`src/rtl/basic_bus_arb.sv`:
```
// ============================================================================
// Module   : basic_bus_arb
// Brief    : Two-master round-robin arbiter onto a single basic bus.
//            Each access has a programmable number of read wait cycles.
// Revision : 1.0 - initial release
// ============================================================================
`default_nettype none

module basic_bus_arb #(
  parameter int RD_LAT = 1
) (
  input  logic        clk,
  input  logic        reset,
  input  logic        m0_req,
  input  logic        m0_wr,
  input  logic        m0_rd,
  input  logic [20:0] m0_addr,
  input  logic [31:0] m0_wr_data,
  output logic [31:0] m0_rd_data,
  output logic        m0_ready,
  input  logic        m1_req,
  input  logic        m1_wr,
  input  logic        m1_rd,
  input  logic [20:0] m1_addr,
  input  logic [31:0] m1_wr_data,
  output logic [31:0] m1_rd_data,
  output logic        m1_ready,
  output logic        b_cs,
  output logic        b_wr,
  output logic        b_rd,
  output logic [20:0] b_addr,
  output logic [31:0] b_wr_data,
  input  logic [31:0] b_rd_data
);

  localparam logic [3:0] WAIT_INIT = 4'(RD_LAT - 1);

  typedef enum logic [1:0] {
    IDLE   = 2'd0,
    ACCESS = 2'd1,
    WAIT   = 2'd2,
    DONE   = 2'd3
  } state_t;

  state_t      state;
  state_t      state_nxt;
  logic [3:0]  wait_cnt;
  logic        last_m1;
  logic        gnt_m1;
  logic        rd_xfer;

  logic        any_req;
  logic        sel_m1;
  logic        sel_wr;
  logic        sel_rd;
  logic [20:0] sel_addr;
  logic [31:0] sel_wr_data;

  // Round-robin: on a tie the master that was not served last wins.
  always_comb begin
    any_req     = m0_req | m1_req;
    sel_m1      = m1_req & (~m0_req | ~last_m1);
    sel_wr      = m0_wr;
    sel_rd      = m0_rd;
    sel_addr    = m0_addr;
    sel_wr_data = m0_wr_data;
    if (sel_m1) begin
      sel_wr      = m1_wr;
      sel_rd      = m1_rd;
      sel_addr    = m1_addr;
      sel_wr_data = m1_wr_data;
    end
  end

  always_comb begin
    state_nxt = state;
    case (state)
      IDLE:    if (any_req) state_nxt = ACCESS;
      ACCESS:  state_nxt = WAIT;
      WAIT:    if (wait_cnt == 4'd0) state_nxt = DONE;
      DONE:    state_nxt = IDLE;
      default: state_nxt = IDLE;
    endcase
  end

  always_ff @(posedge clk or posedge reset) begin
    if (reset) state <= IDLE;
    else       state <= state_nxt;
  end

  always_ff @(posedge clk or posedge reset) begin
    if (reset) begin
      wait_cnt   <= 4'd0;
      last_m1    <= 1'b1;
      gnt_m1     <= 1'b0;
      rd_xfer    <= 1'b0;
      b_cs       <= 1'b0;
      b_wr       <= 1'b0;
      b_rd       <= 1'b0;
      b_addr     <= 21'd0;
      b_wr_data  <= 32'd0;
      m0_rd_data <= 32'd0;
      m1_rd_data <= 32'd0;
      m0_ready   <= 1'b0;
      m1_ready   <= 1'b0;
    end else begin
      case (state)
        IDLE: begin
          if (any_req) begin
            gnt_m1    <= sel_m1;
            rd_xfer   <= sel_rd & ~sel_wr;
            b_cs      <= 1'b1;
            b_wr      <= sel_wr;
            b_rd      <= sel_rd & ~sel_wr;
            b_addr    <= sel_addr;
            b_wr_data <= sel_wr_data;
          end
        end
        ACCESS: begin
          b_wr     <= 1'b0;
          b_rd     <= 1'b0;
          wait_cnt <= WAIT_INIT;
        end
        WAIT: begin
          if (wait_cnt == 4'd0) begin
            b_cs <= 1'b0;
            if (rd_xfer && !gnt_m1) m0_rd_data <= b_rd_data;
            if (rd_xfer &&  gnt_m1) m1_rd_data <= b_rd_data;
            m0_ready <= ~gnt_m1;
            m1_ready <= gnt_m1;
          end else begin
            wait_cnt <= wait_cnt - 4'd1;
          end
        end
        DONE: begin
          m0_ready <= 1'b0;
          m1_ready <= 1'b0;
          last_m1  <= gnt_m1;
        end
        default: ;
      endcase
    end
  end

endmodule

`default_nettype wire

```
`config.mk`:
```
export PLATFORM = sky130hd
export DESIGN_NAME = basic_bus_arb
export DESIGN_NICKNAME = d
export VERILOG_FILES = /design/src/rtl/basic_bus_arb.sv
export SDC_FILE = /design/constraint.sdc
export NUM_CORES = 1
export LEC_CHECK = 0
export BUFFER_PORTS_ARGS = -buffer_cell sky130_fd_sc_hd__buf_2
export CAP_MARGIN = 30
export CELL_PAD_IN_SITES_DETAIL_PLACEMENT = 1
export CELL_PAD_IN_SITES_GLOBAL_PLACEMENT = 2
export CORE_MARGIN = 8
export CORE_UTILIZATION = 29
export DETAILED_ROUTE_END_ITERATION = 10
export MAX_ROUTING_LAYER = met4
export PLACE_DENSITY = 0.86
export SETUP_SLACK_MARGIN = 0.2
export SKIP_CTS_REPAIR_TIMING = 1
export SYNTH_ARGS = -nofsm -noshare
export SYNTH_HDL_FRONTEND = slang
export SYNTH_SLANG_ARGS = --single-unit
```
`constraint.sdc`:
```
create_clock -name clk -period 5.5 [get_ports clk]
set_clock_uncertainty 0.1 [all_clocks]
set_input_delay 0.825 -clock clk [delete_from_list [all_inputs] [get_ports clk]]
set_output_delay 0.825 -clock clk [all_outputs]
set_load 0.1 [all_outputs]
```
==> impl_results.rst, run 1 <==
.. list-table::
   :header-rows: 1

   * - Metric
     - Value
   * - Storage cell area
     - 3280 um2
   * - Remaining max-slew budget at the tightest pin
     - 0.408
   * - Cell count along the critical path
     - 4
   * - Fillcell total
     - 2171
   * - Number of synthesized register bits
     - 131
   * - Critical path buffer and inverter count
     - 1
   * - Clock insertion delay at the later pin of the skew report
     - 400 ps
   * - Total number of H-tree levels
     - 4
   * - Die Y
     - 157 um
   * - Post-route fraction of the period consumed by the critical path
     - 0.497
   * - Class of the tightest hold or removal check
     - register to register
   * - Number of clock buffers inserted by TritonCTS
     - 17
   * - Category of cells accounting for the largest share of critical-path delay
     - simple AND/OR/NAND/NOR gates
   * - Critical path's largest stage delay
     - 810 ps
   * - Mean Syn Cell Area
     - 13.0 um2
   * - Critical Path Source
     - state[0]
   * - Setup TNS
     - 0 ps
   * - Nets
     - 858
   * - Die ar.
     - 24500 um2
   * - Transition time of the tightest slew-check pin
     - 887 ps
   * - Capturing element of the worst setup path
     - m1_rd_data[2]
   * - Share of layout cells above drive strength 1
     - 0.527
   * - Vias
     - 4333
   * - Number of nets in the synthesized netlist
     - 593
   * - TritonRoute pass-1 iters
     - 4
   * - Effective utilization at floorplan
     - 0.295
   * - Reported max-cap violation count
     - 0
   * - Count of mapped cells out of synthesis
     - 440
   * - Unrepaired setup endpoints after global routing
     - no
   * - Clock tree root buffer cell
     - sky130_fd_sc_hd__clkbuf_16
   * - Worst Path Required
     - 5690 ps
   * - Iteration-0 DRC Markers
     - 151
   * - Die W
     - 157 um
   * - Max-slew violations
     - 0
   * - Via count of the first global-routing pass
     - 4911
   * - HPWL after detailed placement
     - 13500 um
   * - Clock Sinks
     - 131
   * - GRT Residual Overflow
     - 0
   * - Post-Syn Area
     - 5740 um2
   * - Clock transition at the registers of the reported paths
     - 60 ps
   * - Critical path, cell by cell
     - inv_1, ha_1, nand4_4, mux2_4
   * - Core ar.
     - 19500 um2
   * - Deepest clock path buffer count
     - 2
   * - Final hold vios
     - 0
   * - Total detailed-routing wirelength
     - 17600 um
   * - Maximum operating frequency
     - 0.366 GHz
   * - R2R depth
     - 4
   * - CP max FO
     - 32
   * - Run status
     - finished clean
   * - Input/output buffers
     - 267
   * - Nature of the critical path startpoint
     - register
   * - Count of final setup violators
     - 0
   * - First-pass GRT wire length
     - 27400 um
   * - Kind of end point of the critical path
     - register
   * - Global-route usage over all layers
     - 0.149
   * - Area of the multi-input gates
     - 2300 um2
   * - Placer Congestion
     - 0.791
   * - Yosys warning total
     - 0
   * - Number of routed nets with antenna violations
     - 0
   * - Sequential-to-total area share from yosys stat
     - 0.572
   * - Post-synth cell types
     - 33
   * - Slowest CP cell
     - sky130_fd_sc_hd__nand4_4
   * - Min Clock Period, post-route
     - 2730 ps
   * - Post-detailed-route via-to-cell ratio
     - 4.41
   * - Wire length per cell after detailed routing
     - 17.9 um
   * - DRC violations left
     - 0
   * - Area growth syn-to-layout
     - 38.5%
   * - Pin count of the biggest net entering global routing
     - 113
   * - Worst setup path class
     - register to register
   * - Count of boundary I/O pins
     - 268
   * - RR Startpoint
     - state[0]
   * - CTS tree
     - done
   * - Antenna violations before repair
     - 1
   * - Worst reg2reg endpoint
     - m1_rd_data[2]
   * - Floorplan row count
     - 51
   * - Register-to-register path setup slack
     - 2770 ps
   * - Critical Path AT
     - 2920 ps
synth_stat cells:
cell type | n | area, um2
sky130_fd_sc_hd__dfstp_2 | 1 | 26.3
sky130_fd_sc_hd__nand2_1 | 58 | 218
sky130_fd_sc_hd__a21oi_1 | 2 | 10.0
sky130_fd_sc_hd__mux2_2 | 38 | 428
sky130_fd_sc_hd__o22ai_1 | 1 | 6.26
sky130_fd_sc_hd__ha_1 | 7 | 87.6
sky130_fd_sc_hd__a32oi_1 | 1 | 8.76
sky130_fd_sc_hd__a22o_1 | 3 | 26.3
sky130_fd_sc_hd__nand4b_4 | 1 | 23.8
sky130_fd_sc_hd__nand4b_1 | 1 | 8.76
sky130_fd_sc_hd__buf_2 | 7 | 35.0
sky130_fd_sc_hd__buf_1 | 6 | 22.5
sky130_fd_sc_hd__mux2_4 | 30 | 450
sky130_fd_sc_hd__o32a_1 | 1 | 10.0
sky130_fd_sc_hd__o31ai_1 | 2 | 15.0
sky130_fd_sc_hd__clkbuf_1 | 5 | 18.8
sky130_fd_sc_hd__a21boi_1 | 1 | 7.51
sky130_fd_sc_hd__nor3b_4 | 1 | 18.8
sky130_fd_sc_hd__inv_1 | 6 | 22.5
sky130_fd_sc_hd__dfrtp_1 | 130 | 3250
sky130_fd_sc_hd__nor2b_1 | 4 | 25.0
sky130_fd_sc_hd__mux2i_1 | 57 | 571
sky130_fd_sc_hd__nand4_4 | 1 | 21.3
sky130_fd_sc_hd__nor3_1 | 1 | 5.00
sky130_fd_sc_hd__buf_6 | 6 | 67.6
sky130_fd_sc_hd__buf_4 | 1 | 7.51
sky130_fd_sc_hd__nand3_1 | 1 | 5.00
sky130_fd_sc_hd__nor2_1 | 5 | 18.8
sky130_fd_sc_hd__nor3b_1 | 1 | 7.51
sky130_fd_sc_hd__o21ai_1 | 7 | 35.0
sky130_fd_sc_hd__or3b_2 | 1 | 8.76
sky130_fd_sc_hd__nand2b_1 | 1 | 6.26
sky130_fd_sc_hd__o21ai_0 | 52 | 260
worst min path at each step:
stage,from,end,slack (ps),cells after the start
after floorplan,state[0],state[0],430,1
after global placement,b_addr[4],b_addr[4],360,2
after detailed placement,b_wr_data[30],b_wr_data[30],370,2
after global routing,b_wr_data[1],b_wr_data[1],400,2
final,b_wr_data[12],b_wr_data[12],370,2
after CTS,b_wr_data[30],b_wr_data[30],380,2
registers in the layout (all words and copies together), names as in the netlist, 2 cells and up:
name	cells
m1_rd_data	32
m0_rd_data	32
state	2
b_wr_data	32
b_addr	21
wait_cnt	4
layout make-up:
class,count,share of cell area
diodes,1,0.000315
clock buffers,18,0.0553
clock inverters,13,0.0220
inverters,6,0.00346
multi-input cells,278,0.290
flip-flops and latches,131,0.413
well taps,265,0.0417
repair buffers,271,0.174
kinds of logic after synthesis:
kind of cell | count (synthesis) | synth area share
compound gates | 70 | 0.0661
fa+ha+maj | 7 | 0.0153
buf+inv | 31 | 0.0303
flops | 131 | 0.572
mux | 125 | 0.253
simple gates | 76 | 0.0639
layer usage:
metal  GRT usage  share of wire
met1       0.182           0.45
met2       0.223           0.44
met3      0.0565          0.096
met4      0.0467          0.010
met5           -              0
tightest hold or removal path: stages (launching register included):
cell                      delay, ps
sky130_fd_sc_hd__dfrtp_1        330
sky130_fd_sc_hd__nand2_1         50
sky130_fd_sc_hd__o21ai_1         60
cells in the final DEF (no fill, tap or decap), drive strengths merged, types with 2 or more instances in the layout:
cell type / Yosys / layout
nor3b: 2 / 2
ha: 7 / 7
buf: 20 / 271
nor2b: 4 / 4
a21oi: 2 / 2
mux2: 68 / 68
clkbuf: 5 / 18
nand4b: 2 / 2
o31ai: 2 / 2
inv: 6 / 10
nor2: 5 / 5
clkinv: 0 / 5
o21ai: 59 / 59
mux2i: 57 / 57
dfrtp: 130 / 130
a22o: 3 / 3
bufinv: 0 / 3
nand2: 58 / 58
per-stage QoR:
step / hold slack, ps / utilization / instances / cell area (um2) / setup slack, ps
after floorplan: 428 / - / 440 / 5740 / 1080
after global placement: 356 / 0.375 / 950 / 7300 / 2680
after detailed placement: 366 / 0.375 / 950 / 7300 / 2660
after CTS: 380 / 0.407 / 981 / 7920 / 2730
after global routing: 403 / 0.408 / 983 / 7950 / 2600
final: 374 / 0.408 / 983 / 7950 / 2770
Power of run 1 is not shown: default switching activity piles up to over one toggle a cycle in this logic, so the estimate is an artifact.
==> run 2, diff against run 1 <==
Settings changed: ABC_AREA from default to 1, CORE_UTILIZATION 29 to 23, PLACE_DENSITY 0.86 to 0.81.
Clock period 5.5 ns to 2.5 ns, I/O delays scaled along.
==> run 2 against run 1 <==
Die area increased by 22%. Sequential share of layout area decreased by 0.53 points. Register-to-register slack got worse by 2300 ps. Largest cell class unchanged. Hold slack got worse by 250 ps. Setup slack got worse by 2300 ps. Via count increased by 22%. Utilization decreased by 7.7 points. Cell area increased by 1.3%. Critical path type unchanged.
==> impl_results.rst, run 2 <==
.. list-table::
   :header-rows: 1

   * - Metric
     - Value
   * - DRC violations left
     - 0
   * - Count of final setup violators
     - 0
   * - Placer Congestion
     - 0.747
   * - Run status
     - finished clean
   * - Setup TNS
     - 0 ps
   * - Maximum operating frequency
     - 0.499 GHz
   * - Sequential-to-total area share from yosys stat
     - 0.577
   * - Cell with the most instances after synthesis
     - sky130_fd_sc_hd__nand2_1
   * - Number of routed nets with antenna violations
     - 0
   * - Clock transition at the registers of the reported paths
     - 70 ps
   * - GRT Residual Overflow
     - 0
   * - First-pass GRT wire length
     - 33600 um
   * - Number of nets in the synthesized netlist
     - 774
   * - Remaining max-slew budget at the tightest pin
     - 0.551
   * - Yosys top cell area share
     - 0.572
   * - Kind of end point of the critical path
     - register
   * - Number of synthesized register bits
     - 131
   * - Count of boundary I/O pins
     - 268
   * - Yosys warning total
     - 0
   * - Die ar.
     - 30000 um2
   * - Global-route usage over all layers
     - 0.144
   * - Post-detailed-route via-to-cell ratio
     - 4.30
   * - TritonRoute pass-1 iters
     - 4
   * - Wire length per cell after detailed routing
     - 16.7 um
   * - Unrepaired setup endpoints after global routing
     - no
   * - Die Y
     - 173 um
   * - Commonest cells after routing, fill and taps aside
     - 267 x sky130_fd_sc_hd__buf_2, 141 x sky130_fd_sc_hd__nand2_1, 130 x sky130_fd_sc_hd__dfrtp_1, 121 x sky130_fd_sc_hd__o21ai_1, 58 x sky130_fd_sc_hd__nor2_1
   * - Count of flip-flops with a built-in enable after synthesis
     - 0
   * - Core occupancy in the finished layout
     - 0.331
   * - Final hold slack
     - 120 ps
   * - Clock insertion delay at the later pin of the skew report
     - 400 ps
   * - Pin count of the biggest net entering global routing
     - 62
   * - Area growth syn-to-layout
     - 41.6%
   * - Input/output buffers
     - 267
   * - Total detailed-routing wirelength
     - 20500 um
   * - Worst setup path class
     - register to register
   * - Mean Syn Cell Area
     - 9.16 um2
   * - Effective utilization at floorplan
     - 0.234
   * - Reported max-cap violation count
     - 0
   * - Most frequent standard cell in the layout excluding fill and tap cells
     - sky130_fd_sc_hd__buf_2
   * - Clock Sinks
     - 131
   * - Post-synth top cells
     - 142 x sky130_fd_sc_hd__nand2_1, 130 x sky130_fd_sc_hd__dfrtp_1, 121 x sky130_fd_sc_hd__o21ai_1
   * - Post-route fraction of the period consumed by the critical path
     - 0.802
   * - Nets
     - 1041
   * - Most used flip-flop cell after synthesis
     - sky130_fd_sc_hd__dfrtp_1
   * - HPWL after detailed placement
     - 15900 um
   * - CP max FO
     - 21
   * - Max-slew violations
     - 0
   * - CTS tree
     - done
   * - Deepest clock path buffer count
     - 2
   * - Die W
     - 173 um
   * - Number of clock buffers inserted by TritonCTS
     - 17
   * - Via count of the first global-routing pass
     - 5930
   * - Dominant cell type by area after synthesis
     - sky130_fd_sc_hd__dfrtp_1
   * - Count of mapped cells out of synthesis
     - 621
   * - Worst Path Required
     - 2680 ps
   * - Cells taking the most area after synthesis
     - sky130_fd_sc_hd__dfrtp_1 57%, sky130_fd_sc_hd__o21ai_1 11%, sky130_fd_sc_hd__nand2_1 9.4%
   * - Min Clock Period, post-route
     - 2000 ps
   * - Floorplan row count
     - 57
   * - Nature of the critical path startpoint
     - register
   * - Post-Syn Area
     - 5690 um2
   * - Antenna violations before repair
     - 8
   * - Total number of H-tree levels
     - 4
   * - Largest registers
     - b_wr_data x32, m0_rd_data x32, m1_rd_data x32
   * - Post-synth cell types
     - 25
   * - Fraction of synthesis flops using an asynchronous set or reset pin
     - 1.00
   * - Clock tree root buffer cell
     - sky130_fd_sc_hd__clkbuf_16
   * - Transition time of the tightest slew-check pin
     - 673 ps
   * - Critical Path AT
     - 2180 ps
   * - Class of the tightest hold or removal check
     - input port to register
   * - Final hold vios
     - 0
   * - Share of layout cells above drive strength 1
     - 0.387
   * - Iteration-0 DRC Markers
     - 222
   * - Vias
     - 5296
   * - Core ar.
     - 24300 um2
[run 2: cell count changes in the layout (fill, tap and decap cells not counted), moves of 8 or more]
cell | before | now
sky130_fd_sc_hd__o21ai_1 | 7 | 121
sky130_fd_sc_hd__nand2_1 | 58 | 141
sky130_fd_sc_hd__mux2i_1 | 57 | 0
sky130_fd_sc_hd__nor2_1 | 5 | 58
sky130_fd_sc_hd__inv_1 | 5 | 44
sky130_fd_sc_hd__mux2_2 | 38 | 0
sky130_fd_sc_hd__mux2_4 | 30 | 0
sky130_fd_sc_hd__o21ai_2 | 0 | 23
sky130_fd_sc_hd__o21ai_0 | 51 | 37
sky130_fd_sc_hd__buf_12 | 0 | 8
[run 2: cell type report]
type | count | area [um2]
timing repair buffer | 284 | 1570
clock inverter | 14 | 168
antenna | 7 | 17.5
tap | 324 | 405
fill | 2975 | 16300
sequential | 131 | 3280
clock buffer | 18 | 439
multi-input combinational | 406 | 1990
inverter | 48 | 184
[run 2: layer usage]
layer	wire (um)	share of wire	vias to the layer above	GRT usage
met2	8530	0.42	235	0.203
met3	2240	0.11	12	0.0695
met5	0	0	-	-
met4	218	0.011	0	0.0377
li1	-	-	2572	-
met1	9560	0.47	2477	0.181
[run 2: final timing paths]
path                                 from        endpoint  slack, ps  depth (start not counted)
max in group asynchronous           reset         last_m1       1090                          4
min in group asynchronous           reset   m0_rd_data[6]        460                          3
hold / removal                m1_addr[13]      b_addr[13]        120                          3
setup / recovery                 state[0]  m1_rd_data[16]        500                          6
hold reg to reg            m0_rd_data[10]  m0_rd_data[10]        380                          2
setup reg to reg                 state[0]  m1_rd_data[16]        500                          6
[run 2: kinds of logic (layout without fill, tap and decap cells)]
kind of cell / count (synthesis) / in the layout / share of synthesized area
simple gates: 211 / 211 / 0.149
compound gates: 187 / 187 / 0.182
flops: 131 / 131 / 0.577
buf+inv: 84 / 364 / 0.0750
fa+ha+maj: 7 / 7 / 0.0154
xor+xnor: 1 / 1 / 0.00154
other cells: 0 / 7 / 0
[run 2: through the flow]
step,instances,area (um2),worst slack [ps]
6_report,1232,8050,496
5_1_grt,1232,8050,281
4_1_cts,1224,8020,438
3_5_place_dp,1192,7410,438
3_3_place_gp,1192,7410,558
2_1_floorplan,621,5690,403
[run 2: critical path, cell delays in order (launching register included)]
cell,delay [ps]
sky130_fd_sc_hd__dfrtp_1,410
sky130_fd_sc_hd__inv_1,130
sky130_fd_sc_hd__ha_1,380
sky130_fd_sc_hd__nand4_4,410
sky130_fd_sc_hd__buf_4,320
sky130_fd_sc_hd__nand2_1,60
sky130_fd_sc_hd__o21ai_1,60
Power of run 2 is left out for the same reason.
